**src/rtl/uart_pkg.sv**
```systemverilog
// Shared UART definitions: legacy TX bit-engine state codes, the TX buffer
// launch FSM states, the missed-strobe timeout and a parity helper.
package uart_pkg;

    // Bit-level transmitter state codes used by the existing UART TX engine.
    typedef enum logic [2:0] {
        S_IDLE   = 3'd0,
        S_START  = 3'd1,
        S_DATA   = 3'd2,
        S_PARITY = 3'd3,
        S_STOP   = 3'd4
    } uart_tx_state_e;

    // Launch FSM of the TX buffer.
    typedef enum logic [1:0] {
        IDLE      = 2'd0,
        LAUNCH    = 2'd1,
        WAIT_BUSY = 2'd2,
        WAIT_DONE = 2'd3
    } buf_state_e;

    // Cycles the buffer waits for Busy before assuming the TX stage missed
    // the strobe and treating the byte as sent.
    localparam int TIMEOUT = 4;
    localparam int TIMER_W = 2;

    // Even parity of a data byte, shared with the bit engine.
    function automatic logic parity_even(input logic [7:0] data);
        return ^data;
    endfunction

endpackage

```
**src/rtl/uart_tx_buffer_if.sv**
```systemverilog
// Handshake between the TX buffer (master) and the UART TX stage (slave).
interface uart_tx_buffer_if;
    logic [7:0] P_DATA;
    logic       DATA_VALID;
    logic       Busy;

    modport master (output P_DATA, output DATA_VALID, input Busy);
    modport slave  (input P_DATA, input DATA_VALID, output Busy);
endinterface

```
**src/rtl/uart_fifo_mem.sv**
```systemverilog
// DEPTH x 8 byte storage with one write port and one read port. Pointers wrap
// naturally because DEPTH is a power of two. Storage carries no reset.
module uart_fifo_mem #(
    parameter int DEPTH = 8,
    parameter int AW    = $clog2(DEPTH)
) (
    input  logic       clk,
    input  logic       reset,
    input  logic       push,
    input  logic [7:0] push_data,
    input  logic       pop,
    output logic [7:0] rd_data
);

    localparam logic [AW-1:0] PTR_ZERO = {AW{1'b0}};
    localparam logic [AW-1:0] PTR_ONE  = AW'(1);

    logic [7:0]    mem_r [DEPTH];
    logic [AW-1:0] wr_ptr_r;
    logic [AW-1:0] rd_ptr_r;

    // Write and read pointers advance on each accepted push / pop.
    always_ff @(posedge clk or negedge reset) begin
        if (!reset) begin
            wr_ptr_r <= PTR_ZERO;
            rd_ptr_r <= PTR_ZERO;
        end else begin
            if (push) begin
                wr_ptr_r <= wr_ptr_r + PTR_ONE;
            end
            if (pop) begin
                rd_ptr_r <= rd_ptr_r + PTR_ONE;
            end
        end
    end

    // Byte storage: written at the write pointer, never reset.
    always_ff @(posedge clk) begin
        if (push) begin
            mem_r[wr_ptr_r] <= push_data;
        end
    end

    assign rd_data = mem_r[rd_ptr_r];

endmodule

```
**src/rtl/uart_tx_buffer.sv**
```systemverilog
// Host-side byte FIFO feeding a UART TX stage. Each buffered byte is presented
// on P_DATA with a one-cycle DATA_VALID strobe, then the FSM waits for the TX
// stage to go busy and idle again (or times out if Busy never rises).
module uart_tx_buffer
    import uart_pkg::*;
#(
    parameter int DEPTH = 8,
    parameter int CNT_W = $clog2(DEPTH) + 1
) (
    input  logic             clk,
    input  logic             reset,
    input  logic             wr_en,
    input  logic [7:0]       wr_data,
    input  logic             clr_ovf,
    uart_tx_buffer_if.master tx,
    output logic             full,
    output logic             empty,
    output logic [CNT_W-1:0] count,
    output logic             overflow
);

    localparam logic [CNT_W-1:0]   CNT_ZERO  = {CNT_W{1'b0}};
    localparam logic [CNT_W-1:0]   CNT_ONE   = CNT_W'(1);
    localparam logic [CNT_W-1:0]   CNT_FULL  = CNT_W'(DEPTH);
    localparam logic [TIMER_W-1:0] TMR_ZERO  = {TIMER_W{1'b0}};
    localparam logic [TIMER_W-1:0] TMR_ONE   = TIMER_W'(1);
    localparam logic [TIMER_W-1:0] TMR_LAST  = TIMER_W'(TIMEOUT - 1);

    buf_state_e         state_r;
    logic [TIMER_W-1:0] timer_r;
    logic [7:0]         p_data_r;
    logic               data_valid_r;
    logic [CNT_W-1:0]   count_r;
    logic               full_r;
    logic               empty_r;
    logic               overflow_r;

    logic               push_s;
    logic               pop_s;
    logic [7:0]         rd_data_s;
    logic [CNT_W-1:0]   count_next_s;

    uart_fifo_mem #(.DEPTH(DEPTH)) u_mem (
        .clk       (clk),
        .reset     (reset),
        .push      (push_s),
        .push_data (wr_data),
        .pop       (pop_s),
        .rd_data   (rd_data_s)
    );

    // Accept writes only when not full; pop only from IDLE with data and an idle TX.
    always_comb begin
        push_s       = wr_en & ~full_r;
        pop_s        = (state_r == IDLE) & ~empty_r & ~tx.Busy;
        count_next_s = count_r;
        case ({push_s, pop_s})
            2'b10:   count_next_s = count_r + CNT_ONE;
            2'b01:   count_next_s = count_r - CNT_ONE;
            default: count_next_s = count_r;
        endcase
    end

    // Occupancy count and registered full/empty flags.
    always_ff @(posedge clk or negedge reset) begin
        if (!reset) begin
            count_r <= CNT_ZERO;
            full_r  <= 1'b0;
            empty_r <= 1'b1;
        end else begin
            count_r <= count_next_s;
            full_r  <= (count_next_s == CNT_FULL);
            empty_r <= (count_next_s == CNT_ZERO);
        end
    end

    // Sticky overflow: a dropped write wins over a same-cycle clear.
    always_ff @(posedge clk or negedge reset) begin
        if (!reset) begin
            overflow_r <= 1'b0;
        end else if (wr_en && full_r) begin
            overflow_r <= 1'b1;
        end else if (clr_ovf) begin
            overflow_r <= 1'b0;
        end else begin
            overflow_r <= overflow_r;
        end
    end

    // Launch FSM with registered P_DATA / DATA_VALID.
    always_ff @(posedge clk or negedge reset) begin
        if (!reset) begin
            state_r      <= IDLE;
            timer_r      <= TMR_ZERO;
            p_data_r     <= 8'h00;
            data_valid_r <= 1'b0;
        end else begin
            data_valid_r <= 1'b0;
            case (state_r)
                IDLE: begin
                    if (pop_s) begin
                        state_r      <= LAUNCH;
                        p_data_r     <= rd_data_s;
                        data_valid_r <= 1'b1;
                    end
                end
                LAUNCH: begin
                    state_r <= WAIT_BUSY;
                    timer_r <= TMR_ZERO;
                end
                WAIT_BUSY: begin
                    if (tx.Busy) begin
                        state_r <= WAIT_DONE;
                    end else if (timer_r == TMR_LAST) begin
                        // TX never picked up the strobe; count byte as sent.
                        state_r <= IDLE;
                    end else begin
                        timer_r <= timer_r + TMR_ONE;
                    end
                end
                WAIT_DONE: begin
                    if (!tx.Busy) begin
                        state_r <= IDLE;
                    end
                end
                default: begin
                    state_r <= IDLE;
                end
            endcase
        end
    end

    assign tx.P_DATA     = p_data_r;
    assign tx.DATA_VALID = data_valid_r;
    assign full          = full_r;
    assign empty         = empty_r;
    assign count         = count_r;
    assign overflow      = overflow_r;

endmodule

```
**src/flat_wrapper.sv**
```systemverilog
// flat-port wrapper written by rule: the top's interface ports become plain ports
module uart_tx_buffer_flat import uart_pkg::*;
#(
    parameter int DEPTH = 8,
    parameter int CNT_W = $clog2(DEPTH) + 1
)
  (clk, reset, wr_en, wr_data, clr_ovf, full, empty, count, overflow, tx_P_DATA, tx_DATA_VALID, tx_Busy);
  uart_tx_buffer_if tx_i ();
  input  logic clk;
  input  logic reset;
  input  logic wr_en;
  input  logic [7:0] wr_data;
  input  logic clr_ovf;
  output logic full;
  output logic empty;
  output logic [CNT_W-1:0] count;
  output logic overflow;
  output wire logic [$bits(tx_i.P_DATA)-1:0] tx_P_DATA;
  output wire logic [$bits(tx_i.DATA_VALID)-1:0] tx_DATA_VALID;
  input wire logic [$bits(tx_i.Busy)-1:0] tx_Busy;
  assign tx_P_DATA = tx_i.P_DATA;
  assign tx_DATA_VALID = tx_i.DATA_VALID;
  assign tx_i.Busy = tx_Busy;
  uart_tx_buffer #(.DEPTH(DEPTH), .CNT_W(CNT_W)) u_core (.clk(clk), .reset(reset), .wr_en(wr_en), .wr_data(wr_data), .clr_ovf(clr_ovf), .tx(tx_i), .full(full), .empty(empty), .count(count), .overflow(overflow));
endmodule
```
**config.mk**
```make
export PLATFORM = sky130hd
export DESIGN_NAME = uart_tx_buffer_flat
export DESIGN_NICKNAME = d
export VERILOG_FILES = /design/src/rtl/uart_pkg.sv /design/src/rtl/uart_tx_buffer_if.sv /design/src/rtl/uart_fifo_mem.sv /design/src/rtl/uart_tx_buffer.sv /design/src/flat_wrapper.sv
export SDC_FILE = /design/constraint.sdc
export NUM_CORES = 1
export LEC_CHECK = 0
export ABC_CLOCK_PERIOD_IN_PS = 3800
export CELL_PAD_IN_SITES_DETAIL_PLACEMENT = 1
export CELL_PAD_IN_SITES_GLOBAL_PLACEMENT = 2
export CORE_ASPECT_RATIO = 1.5
export CORE_UTILIZATION = 25
export CTS_CLUSTER_SIZE = 25
export DETAILED_ROUTE_END_ITERATION = 10
export GPL_TIMING_DRIVEN = 1
export PLACE_DENSITY_LB_ADDON = 0.1
export SYNTH_ARGS = -nofsm -noshare
export SYNTH_HDL_FRONTEND = slang
export SYNTH_SLANG_ARGS = --single-unit
```
**constraint.sdc**
```tcl
create_clock -name clk -period 3.8 [get_ports clk]
set_input_delay 0.57 -clock clk [delete_from_list [all_inputs] [get_ports clk]]
set_output_delay 0.57 -clock clk [all_outputs]
set_load 0.02 [all_outputs]
```
==> impl_metrics.env <==
export IMPL_outcome="complete, no violations"
export IMPL_fin_nets=277
export IMPL_tightestPinTransition_ps=866
export IMPL_io_buffer_count=28
export IMPL_ys_dominant_reg_cell="edfxtp_1"
export IMPL_layout_commonest_cell="edfxtp_1"
export IMPL_synth_top_area_share_pct=52.9
export IMPL_synth_cell_type_count=38
export IMPL_num_io_pins=29
export IMPL_initial_core_util_pct=25.7
export IMPL_hold_depth=2
export IMPL_tns_ps=0
export IMPL_hold_viol_final=0
export IMPL_final_util_pct=32.0
export IMPL_syn_num_nets=236
export IMPL_slowest_delay_ps=550
export IMPL_antenna_cells=0
export IMPL_synth_xor_area_share_pct=1.69
export IMPL_num_vias=1951
export IMPL_core_area_mm2=0.0141
export IMPL_antenna_found_initial=0
export IMPL_worst_endpoint_arrival_ps=2740
export IMPL_nFillCells=1462
export IMPL_route_antenna_remaining_nets=0
export IMPL_yosys_register_bits=90
export IMPL_synth_edff_count=64
export IMPL_setup_viol=0
export IMPL_postCtsSetupRepairBufs=0
export IMPL_synth_area_mux_share_pct=13.0
export IMPL_crit_buf_inv=1
export IMPL_drt_pass1_iterations=4
export IMPL_synth_top_family_by_area="multiplexers"
export IMPL_grt_use_total_pct=11.7
export IMPL_maxClockFrequency_mhz=398
export IMPL_maxCapViolCount=0
export IMPL_layout_drive_gt1_share_pct=18.2
export IMPL_wire_per_inst_um=17.3
export IMPL_grt_pass1_wl_mm=12.4
export IMPL_post_route_drc_count=0
export IMPL_fin_crit_sh_pct=66.1
export IMPL_ctsResizeCount=0
export IMPL_p_leak_nw=1.59
export IMPL_synth_top_cell_by_area="edfxtp_1"
export IMPL_hold_end="u_core.timer_r[1]"
export IMPL_crit_chain="clkdlybuf4s50_1, nor4_4, nand2_1, xnor2_1, ha_1, a21oi_1, xnor2_1, a211o_1, and3_1"
export IMPL_rows=53
export IMPL_timing_rr_end="u_core.full"
export IMPL_r2r_start="u_core.state_r[1]"
export IMPL_hpwl_mm=5.20
export IMPL_vias_per_cell=4.28
export IMPL_reg2reg_slack_ps=1520
export IMPL_grt_max_degree=27
export IMPL_async_flop_share_pct=28.9
export IMPL_maxSlewHeadroom_pct=42.3
export IMPL_hold_ws_ps=508
export IMPL_slew_violations=0
export IMPL_grt_pass1_vias=2140
export IMPL_worst_clock_skew_ps=6.48
export IMPL_tritoncts_num_buffers=9
export IMPL_fp_dieArea_mm2=0.0150
export IMPL_synth_fa_ha_area_share_pct=1.72
export IMPL_place_congestion=0.648
export IMPL_fp_dieW_um=100
export IMPL_stdcell_area_mm2=0.00452
export IMPL_synth_simple_area_share_pct=7.68
export IMPL_end_kind="register"
export IMPL_crit_slowest_cell="clkdlybuf4s50_1"
export IMPL_grt_overflow_total=0
export IMPL_drt_total_wl_mm=7.90
export IMPL_yosysSeqAreaShare_pct=70.8
export IMPL_ff2ff_path_depth=8
export IMPL_ir_drop_uv=236
export IMPL_yosysWarningCount=0
export IMPL_crit_required_ps=4030
export IMPL_cp_top_family="simple AND/OR/NAND/NOR gates"
export IMPL_die_h_um=150
export IMPL_clk_latency_ps=340
export IMPL_min_path_type="register to register"
export IMPL_area_delta_synth_final_pct=24.5
export IMPL_cts_tree="built"
export IMPL_synth_area_leaders="edfxtp_1 (53%), dfrtp_1 (17%), mux4_2 (9.9%)"
export IMPL_cts_root_buf="clkbuf_16"
export IMPL_hold_buffers=0
export IMPL_synth_compound_area_share_pct=3.55
export IMPL_holdCritStartpoint="u_core.timer_r[1]"
export IMPL_startpoint_type="input port"
export IMPL_criticalPathCategory="input port to register"
export IMPL_final_cell_mix="edfxtp_1 (64), clkdlybuf4s50_1 (28), dfrtp_1 (25), nor2_1 (20), mux4_2 (16)"
export IMPL_clk_pin_slew_ps=70
export IMPL_h_tree_depth=3
export IMPL_critPathMaxFanout=7
export IMPL_placed_area_mm2=0.00420
export IMPL_syn_inst=218
export IMPL_avgSynthCellArea_um2=16.7
export IMPL_crit_path_frequent_cell="xnor2_1"
export IMPL_first_iter_violations=93
export IMPL_post_route_min_period_ps=2510
export IMPL_cts_buffer_depth=2
export IMPL_netlist_area_mm2=0.00363
export IMPL_p_per_area_mw_per_mm2=781
export IMPL_rsz0062_at_grt="no"
export IMPL_cts_sinks=90
-- worst max path at each step --
stage	start	depth (start not counted)	slack, ps	end
after floorplan	tx_Busy	7	1470	u_core.full
after global placement	tx_Busy	9	950	u_core.full
after detailed placement	tx_Busy	9	920	u_core.full
after CTS	tx_Busy	9	1280	u_core.empty
after global routing	tx_Busy	9	1080	u_core.empty
final	tx_Busy	9	1290	u_core.full
-- sequential cells by signal, summed over array words and instances (netlist names) --
signal                 cells
u_core.overflow            1
u_core.full                1
u_core.timer_r             2
u_core.u_mem.rd_ptr_r      3
u_core.count               4
u_core.empty               1
u_core.state_r             2
u_core.u_mem.mem_r        64
u_core.u_mem.wr_ptr_r      3
u_core.tx.DATA_VALID       1
u_core.tx.P_DATA           8
-- routing by layer --
metal	up-vias	track usage (%)	share of wire, %
met5	-	0	0
met4	0	5.65	1.7
met3	8	2.10	2.4
met2	28	20.8	54
met1	1008	13.3	41
li1	907	-	-
-- cell usage after synthesis (2+ instances only) --
library cell  count
nor4b_1           2
buf_2             2
mux2i_1           9
nor2_1           20
dfrtp_1          25
clkbuf_1          5
xnor2_1           5
o21ai_0           4
inv_1             4
nand2b_1          3
edfxtp_1         64
xor2_1            2
mux4_2           16
nor3_1            4
ha_1              5
and3_1            2
a21oi_1          12
mux2_2            2
nand2_1          13
-- area by class of cell --
type | instances | area, um^2 | share of cell area (%)
Timing Repair Buffer | 39 | 363 | 8.02
Clock inverter | 7 | 101 | 2.24
Tap cell | 192 | 240 | 5.31
Clock buffer | 9 | 225 | 4.98
Sequential cell | 90 | 2570 | 56.9
Multi-Input combinational cell | 115 | 1000 | 22.2
Inverter | 4 | 15.0 | 0.332
-- stage by stage --
stage / setup WS, ps / total power, W / std cells
floorplan: 1470 / 0.00220 / 218
global placement: 945 / 0.00262 / 440
detailed placement: 917 / 0.00264 / 440
CTS: 1280 / 0.00362 / 456
global route: 1080 / 0.00375 / 456
finish: 1290 / 0.00353 / 456
-- worst min-delay path: stages (launching register included) --
cell     delay (ps)
dfrtp_1         370
nand2_1          50
o21ai_0          60
-- report_power, final --
part / internal, W / leakage (nW) / total, W / switching (W)
combinational: 0.000560 / 0.551 / 0.00105 / 0.000488
sequential: 0.00127 / 0.883 / 0.00152 / 0.000248
clock: 0.000583 / 0.158 / 0.000963 / 0.000380
total: 0.00242 / 1.59 / 0.00353 / 0.00112
-- kinds of logic (layout without fill, tap and decap cells) --
| group | Yosys count | after routing |
|---|---|---|
| flip-flops | 90 | 90 |
| multiplexers | 27 | 27 |
| AO/OA/AOI/OAI | 22 | 22 |
| adder cells (fa/ha/maj) | 5 | 5 |
| buffers and inverters | 13 | 59 |
| XOR/XNOR | 7 | 7 |
| AND/OR/NAND/NOR | 54 | 54 |
(Power assumes the default switching activity.)
